==> src/rtl/clk_div_cfg_ctrl.sv <==
// Ratio-change controller for the programmable clock divider: gates the divider
// off, waits, loads the new ratio, waits again, then re-enables it.
module clk_div_cfg_ctrl #(
   parameter int SETTLE_CYCLES = 4,
   parameter int RST_DIV       = 2,
   parameter int MAX_DIV       = 200
) (
   input  logic       clk,
   input  logic       rst,
   input  logic       run,
   input  logic       cfg_valid,
   input  logic [7:0] cfg_div,
   output logic       cfg_ready,
   output logic       div_en,
   output logic [7:0] div_out,
   output logic       bypass,
   output logic       busy,
   output logic       cfg_err
);

   typedef enum logic [1:0] {IDLE, QUIESCE, LOAD, RESUME} state_t;

   localparam logic [7:0] SETTLE_LAST = 8'(SETTLE_CYCLES - 1);
   localparam logic [7:0] RST_DIV_V   = 8'(RST_DIV);
   localparam logic [7:0] MAX_DIV_V   = 8'(MAX_DIV);

   state_t     state_q, state_d;
   logic [7:0] cnt_q, cnt_d;
   logic [7:0] pending_q, pending_d;
   logic [7:0] div_out_d;
   logic       div_en_d, bypass_d, cfg_err_d, cfg_ready_d, busy_d;

   // NOTE: every combinational output gets a default before the case statement,
   // so no path leaves a signal unassigned and no latch is inferred.
   always_comb begin
      state_d   = state_q;
      cnt_d     = cnt_q;
      pending_d = pending_q;
      div_out_d = div_out;
      bypass_d  = bypass;
      div_en_d  = 1'b0;
      cfg_err_d = 1'b0;

      unique case (state_q)
         IDLE: begin
            div_en_d = run;
            if (cfg_valid) begin
               if (cfg_div > MAX_DIV_V) begin
                  cfg_err_d = 1'b1;
               end else if (cfg_div != div_out) begin
                  pending_d = cfg_div;
                  cnt_d     = 8'd0;
                  div_en_d  = 1'b0;
                  state_d   = QUIESCE;
               end
            end
         end
         QUIESCE: begin
            cnt_d = cnt_q + 8'd1;
            if (cnt_q == SETTLE_LAST) state_d = LOAD;
         end
         LOAD: begin
            div_out_d = pending_q;
            bypass_d  = (pending_q < 8'd2);
            cnt_d     = 8'd0;
            state_d   = RESUME;
         end
         RESUME: begin
            cnt_d = cnt_q + 8'd1;
            if (cnt_q == SETTLE_LAST) begin
               state_d  = IDLE;
               div_en_d = run;
            end
         end
         default: state_d = IDLE;
      endcase

      // Handshake status is registered from the next state so it lines up with it.
      cfg_ready_d = (state_d == IDLE);
      busy_d      = (state_d != IDLE);
   end

   // NOTE: sequential state uses non-blocking assignments so every register
   // samples the pre-edge values, independent of statement order.
   always_ff @(posedge clk or posedge rst) begin
      if (rst) begin
         state_q   <= IDLE;
         cnt_q     <= 8'd0;
         pending_q <= 8'd0;
         div_out   <= RST_DIV_V;
         bypass    <= (RST_DIV_V < 8'd2);
         div_en    <= 1'b0;
         cfg_err   <= 1'b0;
         cfg_ready <= 1'b1;
         busy      <= 1'b0;
      end else begin
         state_q   <= state_d;
         cnt_q     <= cnt_d;
         pending_q <= pending_d;
         div_out   <= div_out_d;
         bypass    <= bypass_d;
         div_en    <= div_en_d;
         cfg_err   <= cfg_err_d;
         cfg_ready <= cfg_ready_d;
         busy      <= busy_d;
      end
   end

endmodule

==> config.mk <==
export PLATFORM = sky130hd
export DESIGN_NAME = clk_div_cfg_ctrl
export DESIGN_NICKNAME = d
export VERILOG_FILES = /design/src/rtl/clk_div_cfg_ctrl.sv
export SDC_FILE = /design/constraint.sdc
export NUM_CORES = 1
export LEC_CHECK = 0
export CAP_MARGIN = 20
export CORE_MARGIN = 4
export CORE_UTILIZATION = 48
export DETAILED_ROUTE_END_ITERATION = 10
export GPL_TIMING_DRIVEN = 0
export PLACE_DENSITY = 0.75
export RECOVER_POWER = 100
export SYNTH_ARGS = -nofsm -noshare
export SYNTH_HDL_FRONTEND = slang
export SYNTH_SLANG_ARGS = --single-unit
==> constraint.sdc <==
create_clock -name clk -period 1.95 [get_ports clk]
set_input_delay 0.39 -clock clk [delete_from_list [all_inputs] [get_ports clk]]
set_output_delay 0.39 -clock clk [all_outputs]
set_load 0.05 [all_outputs]
==> results of run 1 <==
## cells in the final DEF (no fill, tap or decap), types with 2 or more instances in the layout
cell type,Yosys,routed
dfrtp_1,29,25
inv_1,11,11
mux2_2,9,9
dlygate4sd2_1,0,9
xor2_1,9,8
clkbuf_1,4,8
mux2_4,8,8
nor2_1,7,7
and3_1,6,6
ha_1,6,6
buf_4,0,5
a21oi_1,5,5
nand3_1,5,5
clkbuf_4,0,5
clkdlybuf4s50_1,0,5
dfrtp_2,0,4
nand2_1,3,3
buf_6,1,3
nor3_1,3,3
nor4_2,0,2
o22ai_1,2,2
o21ai_0,3,2
dfstp_2,2,2
## layout make-up
class | instances | area share, %
clock buffers | 6 | 2.47
plain buffers | 5 | 1.51
flip-flops and latches | 31 | 37.7
well taps | 44 | 2.65
inverters | 11 | 1.99
repair buffers | 29 | 11.9
multi-input cells | 95 | 40.1
clock inverters | 2 | 1.69
## per-layer routing
| layer | track usage, % | part of all wire [%] | wire [um] |
|---|---|---|---|
| met4 | 5.84 | 0.79 | 27 |
| met1 | 20.3 | 43 | 1480 |
| met2 | 28.1 | 52 | 1760 |
| met5 | 0 | 0 | 0 |
| met3 | 5.61 | 4.3 | 148 |
## state kept, by name, summed over array words and instances, names as in the netlist
register and cells:
cfg_err 1, div_en 1, pending_q 8, bypass 1, div_out 8, cnt_q 8
busy 1, cfg_ready 1, state_q 2
## metrics by stage
step                      setup WS [ns]  util (%)  TNS [ns]
final                            0.0510      65.8         0
after global routing            -0.0211      65.8   -0.0943
after CTS                       0.00610      65.8         0
after detailed placement         -0.647      61.9    -11.81
after global placement           -0.645      61.0    -11.61
after floorplan                 -0.0352         -    -0.324
## power groups by stage
stage          clock (mW)  combinational (mW)  sequential [mW]
2_1_floorplan           0              0.0394            0.669
3_3_place_gp            0              0.0758            0.671
3_5_place_dp            0              0.0833            0.671
4_1_cts             0.536              0.0840            0.659
5_1_grt             0.574              0.0922            0.660
6_report            0.523              0.0839            0.659
## synth_stat cells (2+ instances only)
library cell   n
o22ai_1        2
dfrtp_1       29
ha_1           6
mux2_2         9
nand2_1        3
inv_1         11
nand3_1        5
o21ai_0        3
dfstp_2        2
clkbuf_1       4
and3_1         6
nor3_1         3
mux2_4         8
nor4_1         3
or3_1          2
nor2_1         7
xor2_1         9
a21oi_1        5
## kinds of logic (layout without fill, tap and decap cells)
group                    count (synthesis)  in the layout  synth area share, %
XOR/XNOR                                10             10                 5.38
buffers and inverters                   16             53                 4.15
AND/OR/NAND/NOR                         38             38                 13.3
flip-flops                              31             31                 47.8
adder cells (fa/ha/maj)                  6              6                 4.62
AO/OA/AOI/OAI                           24             24                 11.1
multiplexers                            17             17                 13.6
## critical path: cells and delay by family
kind | cells | cell delay [ns]
AOI/OAI and AO/OA | 3 | 0.92
muxes | 1 | 0.30
buffers and inverters | 2 | 0.25
and+or+nand+nor | 1 | 0.24
## repair_timing
| item | CTS | global route |
|---|---|---|
| resized for setup | 32 | 16 |
| setup endpoints to repair | 25 | 23 |
| pin swaps | 9 | 6 |
| setup buffers | 3 | 1 |
## how the worst max path moves through the flow
stage	slack (ns)	end	start	cells after the start
after floorplan	-0.04	pending_q[0]$_DFFE_PP0P_	cfg_div[0]	6
after global placement	-0.65	pending_q[1]$_DFFE_PP0P_	cfg_div[0]	7
after detailed placement	-0.65	pending_q[3]$_DFFE_PP0P_	cfg_div[0]	7
after CTS	0.006	cfg_ready$_DFF_PP1_	cnt_q[3]$_DFFE_PP0P_	5
after global routing	-0.02	pending_q[0]$_DFFE_PP0P_	div_out[2]$_DFFE_PP0N_	6
final	0.05	pending_q[5]$_DFFE_PP0P_	cfg_div[2]	7
==> run summary, run 1 <==
The critical path is of the input pin to flop type. The data arrival time of the worst path came out at 2.11 ns. The post-route cell area is 2080 um^2. Among all flip-flop cells after synthesis, the most frequent one is dfrtp_1. The number of cells on the worst reg-to-reg path came out at 5. Yosys mapped a number of flops with a built-in enable equal to 0. The first-pass iteration count of the detailed router came out at 4. The synthesized netlist cell count came out at 142.

The placed instance area came out at 1950 um^2. The critical path's most frequent cell is buf_6. The number of slew-limit violations in the final report is 0.

The total chip power came out at 1.27 mW. The first-pass GRT wire length is 5.64 mm. The minimum hold slack is 0.300 ns.

The sequential standard cell area came out at 783 um^2. The signal on the critical path passes through buf_6 > o31a_1 > o311a_1 > a211o_1 > or2_1 > buf_6 > mux2_4. The final layout contains 196 nets. The number of global-route vias before repair came out at 1213. The transition time of the tightest slew-check pin is 0.616 ns. The CTS H-tree depth came out at 2. For this configuration, the core starts out at a cell density of 51.6%. The worst register-to-register path begins at cnt_q[3]$_DFFE_PP0P_. The final clock period utilization by the worst path came out at 97.4%. The maximum buffer depth of the clock tree came out at 2.

The per-cell routed wire length came out at 15.3 um. Counting I/O delays and the setup requirement, the final critical path takes 1.90 ns. The total of fill cells in the finished design came out at 264. The top cell type by area accounts for 44.6% of the synthesized area. In the global route stage, overall resource usage came out at 16.9%. The core area came out at 3150 um^2. The worst hold path terminates at pending_q[2]$_DFFE_PP0P_.

The overall routed net length is 3.42 mm. The yosys synthesis warning count came out at 0. The worst max-slew margin expressed relative to the limit is 59.1%.

The maximum number of pins on one net before global-route repair came out at 20. Setup violations remaining at the end of the flow were counted as 0. The tightest min-delay check is of the input pin to flop type. The number of buffers inserted for hold repair after clock tree synthesis is 0. After legalization and detailed placement, the total HPWL measured 2.40 mm. Relative to the synthesized area, the layout overhead comes to 27.6%. The last weighted congestion value of the routability-driven placer is 0.818. The final count of hold timing violations was 0.

The worst setup path is launched from an input pin. The fraction of power spent switching nets came out at 21.1%. The worst-case IR drop observed on VDD is 0.297 mV. In this run the critical register-to-register path is captured at cfg_ready$_DFF_PP1_. The cell area that synthesis handed to floorplanning was 1630 um^2.

The count of different cell masters after synthesis came out at 43. The power density normalized to cell area is 610 nW/um^2. The die is 66.2 um tall. The number of maximum-capacitance violations came out at 0. The setup slack on the worst flop-to-flop path is 0.05 ns. Clock skew on the completed layout was measured at 0.00833 ns. The count of cells in the finished layout, fillers not included, comes to 223. By area the synthesized netlist is led by dfrtp_1 45%, mux2_4 7.4%, mux2_2 6.2%. In this run the count of I/O pins placed on the die edge is 25.

The share of async-settable or async-resettable flops after synthesis came out at 100%. The sequential-to-total area share from yosys stat is 47.8%. The largest total area in the synthesized netlist belongs to dfrtp_1. Clock-pin slew was measured on the worst setup and hold paths at 0.10 ns.

The run finished with clean final reports. The number of antenna violations at the first check in global routing came out at 0. In the final layout, the multi-input gates occupy 832 um^2.

The net count after synthesis came out at 160. The antenna diode count is 0. The horizontal die dimension is 66.2 um. The number of clock sinks seen by CTS came out at 31. The net switching component of the power came out at 0.267 mW. The total congestion overflow is 0.

The data required time of the critical path is 2.16 ns. In this run the static leakage power is 1.01 nW. The clock latency reported for the late side of the worst-skew pair is 0.33 ns. The routed via count came out at 1205. The number of cells after detailed placement is 211. After the first detailed-routing iteration, the DRC count stood at 52.

The remaining design rule violation count came out at 0. Setup repair after global routing could not meet its margin everywhere. The fmax is 0.527 GHz.

TritonCTS built the clock tree. The delay contributed by the slowest stage of the critical path came out at 0.34 ns. The clock share of power is 41.3%. The floorplan step defined a die boundary enclosing 4380 um^2. In this run the clock root is driven by a clkbuf_4. The slowest stage of the critical path is the o311a_1 cell. Counting flops and latches in the post-synthesis netlist gives 31. STA classifies the critical path endpoint as a flop.

Counting instances, the worst hold path has a depth of 2. In this run the worst path has a maximum fanout of 8. After floorplanning, the core was divided into 20 placement rows. Buffers inserted during clock tree synthesis total 5. The via count normalized by instance count is 5.40.

The sequential cell fraction of total power is 52.1%. The launch point of the worst hold path is cfg_div[2]. The mean area per synthesized cell is 11.5 um^2. The number of buffers inserted by port buffering came out at 24. Cell internal power was estimated by the tool at 0.999 mW. In the final layout, the share of cells above drive strength 1 is 29.6%. The number of nets with antenna violations after detailed routing came out at 0. The share of total power dissipated in combinational logic is 6.6%.
No activity file was read; power rests on OpenSTA's default activity.
==> inputs of run 2 (changes only) <==
Settings changed: TNS_END_PERCENT from default to 1.
==> run summary, run 2 (synthesis results as in run 1) <==
The data required time of the critical path is 2.20 ns (+0.04 ns). The root buffer cell chosen for the clock tree is clkbuf_4. The routed via count is 1208 (+0.25%). The type of the setup path with the least slack is flop to flop. The worst-case hold path end point is pending_q[2]$_DFFE_PP0P_. The CTS H-tree depth came out at 2 (unchanged). The total chip power is 1.26 mW (-0.50%).

The data arrival time of the worst path is 2.23 ns (+0.12 ns). The fmax came out at 0.506 GHz (-3.9%). The half-perimeter wire length after placement is 2.40 mm (unchanged). The post-route cell area came out at 2060 um^2 (-0.66%). The maximum fanout count along the critical path is 5 (-3). The part of the total power dissipated in combinational logic is 6.1% (-0.5 points). The top cell types in the final layout, fill and taps aside, are 25 x dfrtp_1, 11 x inv_1, 9 x mux2_2, 9 x dlygate4sd2_1. The power density normalized to cell area came out at 611 nW/um^2 (+0.17%).

The core area was 3150 um^2 (unchanged). The final count of hold timing violations is 0 (unchanged). The share of post-route cells with drive strength above 1 is 29.4% (-0.16 points).

The via count normalized by instance count came out at 5.39 (-0.20%). The final clock period utilization by the worst path came out at 101% (+4.0 points). The type of origin of the critical path is a flop. The worst register-to-register path begins at cnt_q[4]$_DFFE_PP0P_. The total congestion overflow came out at 0 (unchanged).

The clock latency reported for the late side of the worst-skew pair is 0.33 ns (about the same). The boundary pin count was 25 (unchanged). Setup repair after global routing could not meet its margin everywhere. The setup clock skew after layout came out at 0.00938 ns (+0.00104 ns). The number of buffers created by CTS came out at 5 (unchanged). The worst hold path stage count came out at 2 (unchanged). The number of global-route vias before repair is 1201 (-0.99%).

The clock tree from TritonCTS is done. The leakage power is 1.01 nW (+0.24%). The number of buffers inserted for hold repair after clock tree synthesis is 0 (unchanged).

The type of destination of the critical path is a flop. The placed instance area came out at 1950 um^2 (unchanged). The initial core utilization came out at 51.6% (unchanged).

The number of slew-limit violations in the final report came to 0 (unchanged). The global-route usage over all layers is 16.8% (-0.11 points). The remaining design rule violation count is 0 (unchanged). The transition time of the tightest slew-check pin was 0.842 ns (+0.226 ns).

The horizontal die dimension is 66.2 um (unchanged). The final reports fail on setup timing. The y dimension of the die is 66.2 um (unchanged). The minimum hold slack was 0.295 ns (-0.00547 ns). The area growth from synthesis to final layout is 26.8%. The number of buffers inserted by port buffering was 24 (unchanged). The clock transition time at the flip-flop clock pins of the worst setup and hold paths came to 0.10 ns (about the same). The clock period minus final worst setup slack came to 1.98 ns (+0.0780 ns). The internal power contribution was 0.994 mW (-0.53%).

The setup slack on the worst flop-to-flop path is -0.03 ns (-0.08 ns). The post-placement worst setup slack came to -0.647 ns (unchanged). The number of maximum-capacitance violations is 0 (unchanged).

The per-cell routed wire length was 15.2 um (-0.56%). The net switching component of the power came out at 0.266 mW (-0.36%). The overall routed net length came out at 3.41 mm (-0.12%). The antenna diode count came out at 0 (unchanged).

The min-delay analysis places its worst path in the category input pin to flop. The first-pass GRT wire length is 5.60 mm (-0.74%). The worst max-slew margin expressed relative to the limit is 43.8% (-15 points). The first-pass iteration count of the detailed router came out at 4 (unchanged).

The violation count after the first detailed-route iteration is 59 (+13%). The largest vdd supply drop is 0.297 mV (-0.26%). The number of clock sinks seen by CTS was 31 (unchanged). The last weighted congestion value of the routability-driven placer is 0.818 (unchanged). The flow ran to the end, but the final reports show violations.

The largest registers in the layout are cnt_q: 8 flops, div_out: 8 flops, pending_q: 8 flops. The worst setup margin is -0.0270 ns (-0.0780 ns). The worst hold path begins at cfg_div[2]. The number of cells on the worst reg-to-reg path came out at 5 (unchanged). The final-report setup violation count was 1 (+1). The number of nets with antenna violations after detailed routing is 0 (unchanged). In this run the critical register-to-register path is captured at cfg_ready$_DFF_PP1_.

The final layout net count is 197 (+0.51%). The fraction of power spent switching nets came out at 21.1% (+0.029 points). The sequential cell fraction of total power is 52.3% (+0.2 points). Leaving out fill and tap cells, the most frequent cell in the layout is dfrtp_1. The number of antenna violations at the first check in global routing is 0 (unchanged). The clock share of power is 41.6% (+0.3 points). The maximum number of pins on one net before global-route repair came out at 20 (unchanged). The die area came out at 4380 um^2 (unchanged). The maximum buffer depth of the clock tree is 2 (unchanged). The number of placement rows came out at 20 (unchanged).
-- run 2: worst max-delay path by stage --
| stage | from | endpoint | slack, ns |
|---|---|---|---|
| floorplan | cfg_div[0] | pending_q[0]$_DFFE_PP0P_ | -0.04 |
| global placement | cfg_div[0] | pending_q[1]$_DFFE_PP0P_ | -0.65 |
| detailed placement | cfg_div[0] | pending_q[3]$_DFFE_PP0P_ | -0.65 |
| CTS | cnt_q[4]$_DFFE_PP0P_ | cfg_ready$_DFF_PP1_ | -0.02 |
| global route | cnt_q[3]$_DFFE_PP0P_ | cfg_ready$_DFF_PP1_ | -0.10 |
| finish | cnt_q[4]$_DFFE_PP0P_ | cfg_ready$_DFF_PP1_ | -0.03 |
-- run 2: final cells by class --
| type | instances | area [um^2] |
|---|---|---|
| fill | 265 | 1090 |
| multi-input combinational | 95 | 832 |
| sequential | 31 | 783 |
| timing repair buffer | 30 | 233 |
| tap | 44 | 55.1 |
| clock buffer | 6 | 51.3 |
| inverter | 11 | 41.3 |
| clock inverter | 2 | 35.0 |
| buffer | 5 | 31.3 |
-- run 2: critical path, stage by stage, from the launching register on --
cell	delay [ns]
dfrtp_2	0.44
or4_4	0.53
nor3_4	0.27
or3_4	0.20
a211oi_1	0.09
or3_1	0.36
-- run 2: power by group through the flow --
stage / sequential [mW] / clock [mW] / combinational, mW
2_1_floorplan: 0.669 / 0 / 0.0394
3_3_place_gp: 0.671 / 0 / 0.0758
3_5_place_dp: 0.671 / 0 / 0.0833
4_1_cts: 0.659 / 0.536 / 0.0824
5_1_grt: 0.660 / 0.574 / 0.0854
6_report: 0.659 / 0.523 / 0.0771
-- run 2: per-stage QoR --
step                setup TNS, ns  utilization (%)  cells
finish                    -0.0270             65.4    224
CTS                       -0.0165             64.9    220
global route               -0.395             65.4    224
global placement           -11.61             61.0    210
floorplan                  -0.324                -    142
detailed placement         -11.81             61.9    211
-- run 2: what timing repair did --
action,CTS,global route
endpoints found under the setup margin,25,21
cloned,0,0
setup buffers,1,4
gates resized for setup,27,18
pin swaps,2,4
-- run 2: per-layer routing --
layer | global-route usage [%] | vias up | part of all wire [%]
li1 | - | 578 | -
met1 | 20.5 | 602 | 43
met2 | 28.0 | 23 | 51
met3 | 5.27 | 5 | 4.3
met4 | 5.33 | 0 | 1.3
met5 | 0 | - | 0
==> inputs of run 3 (changes only) <==
Settings changed: SLEW_MARGIN from default to 10.
==> results of run 3 <==
No change in the layout: final DEF, timing and power equal those of run 2.
